**src/rtl/display_scan_mux.sv**
```systemverilog
// rtl/display_scan_mux.sv - 3-digit scan multiplexer feeding a 7-segment decoder
// New values are double-buffered and take effect only at frame boundaries.
module display_scan_mux #(
  parameter int TICK_DIV   = 50000,
  parameter int NUM_DIGITS = 3
) (
  input  logic        clock,
  input  logic        reset,
  input  logic [11:0] value_in,
  input  logic [2:0]  dp_mask_in,
  input  logic        blank_lz_in,
  input  logic        load_in,
  output logic [1:0]  en_out,
  output logic [3:0]  display_out,
  output logic        dp_out,
  output logic        frame_done_out,
  output logic        pending_out
);

  localparam int         CW       = (TICK_DIV > 1) ? $clog2(TICK_DIV) : 1;
  localparam logic [1:0] LAST_IDX = 2'(NUM_DIGITS - 1);

  logic [CW-1:0] cnt_q, cnt_d;
  logic [1:0]    idx_q, idx_d;
  logic [11:0]   act_val_q, act_val_d;
  logic [2:0]    act_dp_q, act_dp_d;
  logic          act_blz_q, act_blz_d;
  logic [11:0]   pend_val_q, pend_val_d;
  logic [2:0]    pend_dp_q, pend_dp_d;
  logic          pend_blz_q, pend_blz_d;
  logic          pend_valid_q, pend_valid_d;
  logic [1:0]    en_q, en_d;
  logic [3:0]    disp_q, disp_d;
  logic          dp_q, dp_d;
  logic          frame_done_q, frame_done_d;

  logic          tick, boundary;
  logic [3:0]    nib;
  logic          blank;

  always_comb begin
    tick     = (cnt_q == CW'(TICK_DIV - 1));
    boundary = tick && (idx_q == LAST_IDX);
    cnt_d    = tick ? '0 : cnt_q + CW'(1);
    idx_d    = idx_q;
    if (tick) idx_d = (idx_q == LAST_IDX) ? 2'd0 : idx_q + 2'd1;

    act_val_d    = act_val_q;
    act_dp_d     = act_dp_q;
    act_blz_d    = act_blz_q;
    pend_val_d   = pend_val_q;
    pend_dp_d    = pend_dp_q;
    pend_blz_d   = pend_blz_q;
    pend_valid_d = pend_valid_q;
    if (boundary) begin
      // A load landing exactly on the boundary bypasses the pending buffer.
      if (load_in) begin
        act_val_d = value_in;
        act_dp_d  = dp_mask_in;
        act_blz_d = blank_lz_in;
      end else if (pend_valid_q) begin
        act_val_d = pend_val_q;
        act_dp_d  = pend_dp_q;
        act_blz_d = pend_blz_q;
      end
      pend_valid_d = 1'b0;
    end else if (load_in) begin
      pend_val_d   = value_in;
      pend_dp_d    = dp_mask_in;
      pend_blz_d   = blank_lz_in;
      pend_valid_d = 1'b1;
    end

    case (idx_q)
      2'd0:    nib = act_val_q[3:0];
      2'd1:    nib = act_val_q[7:4];
      2'd2:    nib = act_val_q[11:8];
      default: nib = 4'd0;
    endcase
    case (idx_q)
      2'd1:    blank = act_blz_q && (act_val_q[11:4] == 8'd0);
      2'd2:    blank = act_blz_q && (act_val_q[11:8] == 4'd0);
      default: blank = 1'b0;
    endcase

    if (blank) begin
      en_d   = 2'd3;
      disp_d = 4'd0;
      dp_d   = 1'b0;
    end else begin
      en_d   = idx_q;
      disp_d = nib;
      dp_d   = act_dp_q[idx_q];
    end
    frame_done_d = boundary;
  end

  always_ff @(posedge clock) begin
    if (reset) begin
      cnt_q        <= '0;
      idx_q        <= 2'd0;
      act_val_q    <= 12'd0;
      act_dp_q     <= 3'd0;
      act_blz_q    <= 1'b0;
      pend_val_q   <= 12'd0;
      pend_dp_q    <= 3'd0;
      pend_blz_q   <= 1'b0;
      pend_valid_q <= 1'b0;
      en_q         <= 2'd3;
      disp_q       <= 4'd0;
      dp_q         <= 1'b0;
      frame_done_q <= 1'b0;
    end else begin
      cnt_q        <= cnt_d;
      idx_q        <= idx_d;
      act_val_q    <= act_val_d;
      act_dp_q     <= act_dp_d;
      act_blz_q    <= act_blz_d;
      pend_val_q   <= pend_val_d;
      pend_dp_q    <= pend_dp_d;
      pend_blz_q   <= pend_blz_d;
      pend_valid_q <= pend_valid_d;
      en_q         <= en_d;
      disp_q       <= disp_d;
      dp_q         <= dp_d;
      frame_done_q <= frame_done_d;
    end
  end

  assign en_out         = en_q;
  assign display_out    = disp_q;
  assign dp_out         = dp_q;
  assign frame_done_out = frame_done_q;
  assign pending_out    = pend_valid_q;

endmodule

```
**config.mk**
```make
export PLATFORM = sky130hd
export DESIGN_NAME = display_scan_mux
export DESIGN_NICKNAME = d
export VERILOG_FILES = /design/src/rtl/display_scan_mux.sv
export SDC_FILE = /design/constraint.sdc
export NUM_CORES = 1
export LEC_CHECK = 0
export ABC_AREA = 1
export BUFFER_PORTS_ARGS = -buffer_cell sky130_fd_sc_hd__buf_2
export CAP_MARGIN = 20
export CORE_MARGIN = 1.5
export CORE_UTILIZATION = 55
export CTS_CLUSTER_SIZE = 24
export DETAILED_ROUTE_END_ITERATION = 10
export MAX_ROUTING_LAYER = met4
export PLACE_DENSITY = 0.75
export SYNTH_ARGS = -nofsm -noshare
export SYNTH_HDL_FRONTEND = slang
export SYNTH_SLANG_ARGS = --single-unit
```
**constraint.sdc**
```tcl
create_clock -name clock -period 1.9 [get_ports clock]
set_clock_uncertainty 0.2 [all_clocks]
set_input_delay 0.38 -clock clock [delete_from_list [all_inputs] [get_ports clock]]
set_output_delay 0.38 -clock clock [all_outputs]
set_load 0.01 [all_outputs]
```
== Word level (Yosys, flattened, before mapping) ==
Cells that the tools add are included.
Operators by class
  add/sub/neg operators: 2
  order comparisons: 1
  eq/ne operators: 3
  muxes and demuxes: 11
  bitwise gates (word level): 1
  reduce and logical (&&, ||, !) cells: 12
Operators by type and width (number)
  12-bit 2-to-1 mux: 2
  16-bit by 1-bit adder with 16-bit output, second input constant: 1
  16-bit == test, second input constant: 1
  4-bit case mux with 3 select lines: 1
  8-bit zero test: 1
  3-bit 2-to-1 mux: 2
  2-bit OR reduction: 3
  4-bit zero test: 1
  2-bit AND reduction: 2
  1-bit logical AND: 3
  2-bit by 3-bit < comparator with 1-bit output, second input constant: 1
  1-bit 2-to-1 mux: 3
  2-bit by 1-bit adder with 2-bit output, second input constant: 1
  1-bit binary-select mux with 2-bit select: 1
  2-bit by 1-bit == test with 1-bit output, second input constant: 1
  2-bit == test, second input constant: 1
  2-bit zero test: 1
  2-bit 2-to-1 mux: 1
  1-bit case mux with 2 select lines: 1
  2-bit nonzero test: 1
  1-bit NOT: 1
Word-level totals
  bits in registers: 59
  bits of input ports: 19
  output and inout port bits: 9
  word-level logic and storage cells: 43

== Longest topological paths before layout ==
  depth in word-level cells: 4
  depth in mapped cells: 9

== Worst setup path before layout ==
Ideal clock, no wire load.
  path type: register to register
  start: register idx_q[0]
  end: register en_q[0] (netlist: en_out[0])
  setup time: 0.117 ns
  arrival: 1.348 ns
  required time: 1.583 ns
  slack: 0.235 ns
  cell stages (with the launch flop): 10
  period minus slack after synthesis: 1.665 ns
  cell sequence: dfxtp_1 inv_1 ha_1 buf_2 inv_1 a21oi_1 nand3_1 nand2_1 inv_1 nand2_1
Between the ends
  word-level cells in the longest chain between the ends: 3
  elaborated cells on any way between the ends: 4
  those cells by class: 2 x eq/ne; 1 x mux; 1 x reduce/logical
RTL lines
  start, declared: RTL line 24  | logic [1:0] idx_q, idx_d;
  start signal, assigned: RTL line 115  | idx_q <= idx_d;
  2-bit == test / 2-bit by 1-bit == test with 1-bit output (equally long branches): RTL line 80  | case (idx_q)
  1-bit case mux with 2 select lines: RTL line 80
  2-bit OR reduction (no line)
  end signal, assigned: RTL line 123  | en_q <= en_d;
  end, declared: RTL line 32  | logic [1:0] en_q, en_d;
Parallel ways exist; a longest one is shown, timed or not.
A chain may end at the register's enable or synchronous reset.

== Worst setup path after layout ==
  start: register cnt_q[0]
  end: register cnt_q[14]
Between the ends
  word-level cells in the longest chain between the ends: 2
  elaborated cells on any way between the ends: 3
  those cells by class: 1 x add/sub; 1 x eq/ne; 1 x reduce/logical
RTL lines
  start, declared: RTL line 23  | logic [CW-1:0] cnt_q, cnt_d;
  start signal, assigned: RTL line 114  | cnt_q <= cnt_d;
  branches (longest 2 deep; another with 16-bit by 1-bit adder with 16-bit output)
Parallel ways; which one is timed is not known.

==> results.tsv <==
stage	metric	value	unit
synthesis	synthesis.area	2942	sq um
synthesis	synth_top_area_cell	dfxtp_1	
sta	setup_viol	0	
finish	final_core_util	65.41	%
setup_path	path_delay_family	simple AND/OR/NAND/NOR gates	
setup_path	rr_worst_depth	6	
global_route	overflow	0	
route	via_count	2632	
synthesis	synth_simple_gate_area_share	37.35	%
cts	clock-sinks	59	
die	dieArea	5796	sq um
route	wl	5758	microns
finish	num_antenna_cells	0	
global_route	grt_pass1_vias	2295	
setup_path	cp_cell_sequence	ha_1 > nand2_1 > nor3_2 > nand3_1 > or2_2 > a21oi_1	
route	vias_per_cell	4.920	
status	status	completed	
setup_path	max_stage_delay	0.35	ns
global_route	grt.total_usage	22.11	%
pwr	fin_total_pwr	2.469	mW
die	initial_core_util	57.23	%
route	wl_per_cell	10.76	microns
finish	final.fill_count	476	
setup_path	r2r-start	cnt_q[0]	
cts	cts-root-buf	clkbuf_8	
setup_path	reg2reg_to	cnt_q[14]	
setup_path	cpMaxStageDelayCell	dfxtp_1	
die	die_w	76.13	microns
finish	drive_gt1_share	15.05	%
route	drt_iter0_drc	140	
setup_path	arrival	1.81	ns
finish	layout.area.seq	1181	sq um
global_route	grt_pass1_wl	10040	microns
hold_path	hold_path_class	in2reg	
synthesis	yosysTopAreaCellShare	40.15	%
die	rows	26	
finish	nNetsFinal	486	
synthesis	avgSynthCellArea	6.873	sq um
setup_path	path_class	reg2reg	
sta	rsz0062_at_grt	true	
hold_path	min_from	reset	
synthesis	ys_warn_count	0	
pwr	power_density	734.5	nW/um^2
pwr	vdd_drop_max	464.4	uV
synthesis	synth_fa_ha_area_share	2.977	%
global_route	grt_max_degree	35	
synthesis	synth_xor_area_share	0.8932	%
route	drt-pass1-iter-count	4	
die	die_h	76.13	microns
die	ios	28	
sta	period_share	92.20	%
placement	gp_congestion	0.8885	
synthesis	ys_types	32	
cts	path_clk_slew	0.06	ns
synthesis	synth-compound-area-share	8.252	%
sta	slew_violations	0	
finish	syn_to_final_growth	14.29	%
synthesis	synth.area.top_cells	dfxtp_1, nand2_1, nor2_1, inv_1, a21oi_1	
pwr	leakage	1.523	nW
sta	slew_headroom	73.44	%
placement	dpl.hpwl	4163	microns
finish	multi_input_area	1503	sq um
synthesis	yosysSeqAreaShare	40.15	%
cts	cts_tree	built	
placement	numPortBuffers	27	
hold_path	hold_depth	2	
cts	clock_latency	0.33	ns
cts	htreeDepth	3	
sta	tightest_slew	0.3954	ns
setup_path	end_kind	register	
route	ant_nets	0	
sta	finalSetupTns	0	ns
setup_path	reg2reg_slack	0.15	ns
route	drc	0	
cts	cts_made_buffers	9	
setup_path	crit_buf_inv	0	
hold_path	min_to	idx_q[1]	
synthesis	synthesis.nets	454	
finish	final_common_cell	nand2_1	
sta	hold_ws	0.08089	ns
global_route	antenna_found_initial	0	
synthesis	synthCells	428	
setup_path	crit_required	1.96	ns
finish	final_cell_mix	nand2_1, nor2_1, dfxtp_1	
run	drv_cap	0	
setup_path	crit_fanout	3	
synthesis	ys_seq_elements	59	
synthesis	synth_top_family_by_area	simple AND/OR/NAND/NOR gates	
die	core	5140	sq um
sta	layout_min_cycle_time	1.752	ns
sta	fmax	570.9	MHz
synthesis	synth_mux_area_share	1.361	%
setup_path	start_kind	register	
sta	hold_viol	0	
cts	clock_path_buffers	2	
state kept, by name (all words and copies together) (netlist names):
name / cells
pend_blz_q: 1
en_out: 2
act_dp_q: 3
act_blz_q: 1
pend_dp_q: 3
dp_out: 1
display_out: 4
pend_val_q: 12
frame_done_out: 1
cnt_q: 16
idx_q: 2
act_val_q: 12
pending_out: 1
per-stage QoR:
stage	instances	setup WS, ns	area (sq um)
floorplan	428	0.2347	2942
global placement	519	0.1280	3176
detailed placement	519	0.08605	3176
CTS	535	0.07413	3354
global route	535	-0.02526	3362
finish	535	0.1482	3362
timing repair:
action | in CTS | in global routing
setup buffers | 0 | 0
gates resized for setup | 0 | 2
endpoints found under the setup margin | 0 | 19
hold buffers | 0 | 0
cells in the mapped netlist, drive strengths merged:
cell type  count
a32oi          1
nand2        113
clkinv         1
nor2          81
o211ai         4
nand4          9
mux2i          4
dfxtp         59
nor3b          1
or2            1
clkbuf         6
xor2           3
nand3         25
o21ai         11
nor3          10
inv           44
buf           11
ha             7
a21oi         29
nand3b         8
area by class of cell:
cell class,instances,area share [%]
flip-flops and latches,59,35.13
multi-input cells,307,44.70
inverters,45,5.024
well taps,70,2.605
clock buffers,11,4.503
clock inverters,5,0.8188
repair buffers,38,7.220
metal layers:
layer / track usage [%] / vias up / routed length, microns
li1: - / 1418 / -
met1: 30.37 / 1150 / 3093
met2: 31.98 / 56 / 2348
met3: 3.952 / 8 / 229
met4: 9.630 / 0 / 87
met5: - / - / 0
kinds of logic (layout without fill, tap and decap cells):
logic type               count (synthesis)  in the layout
AO/OA/AOI/OAI                           45             45
XOR/XNOR                                 3              3
adder cells (fa/ha/maj)                  7              7
buffers and inverters                   62             99
flip-flops                              59             59
multiplexers                             4              4
AND/OR/NAND/NOR                        248            248
power by group:
| part | switching (mW) | leakage [nW] | internal [mW] | total, mW |
|---|---|---|---|---|
| clock network | 0.481 | 0.0949 | 0.534 | 1.02 |
| registers | 0.0161 | 0.481 | 1.27 | 1.29 |
| logic | 0.0966 | 0.948 | 0.0714 | 0.168 |
how the worst max path moves through the flow:
stage | startpoint | to | cells past startpoint | slack [ns]
global placement | cnt_q[0] | act_val_q[6] | 8 | 0.13
detailed placement | cnt_q[0] | act_val_q[3] | 8 | 0.09
CTS | cnt_q[0] | act_val_q[3] | 8 | 0.07
floorplan | idx_q[0] | en_out[0] | 9 | 0.23
finish | cnt_q[0] | cnt_q[14] | 6 | 0.15
global route | cnt_q[0] | act_blz_q | 6 | -0.03
worst reg2reg max path: cells and delay by family (launching register included):
kind	cells	cell delay [ns]
AND/OR/NAND/NOR	4	0.81
AO/OA/AOI/OAI	1	0.12
adder cells (fa/ha/maj)	1	0.20
flip-flops	1	0.35
Power figures use the tool's default switching activity.
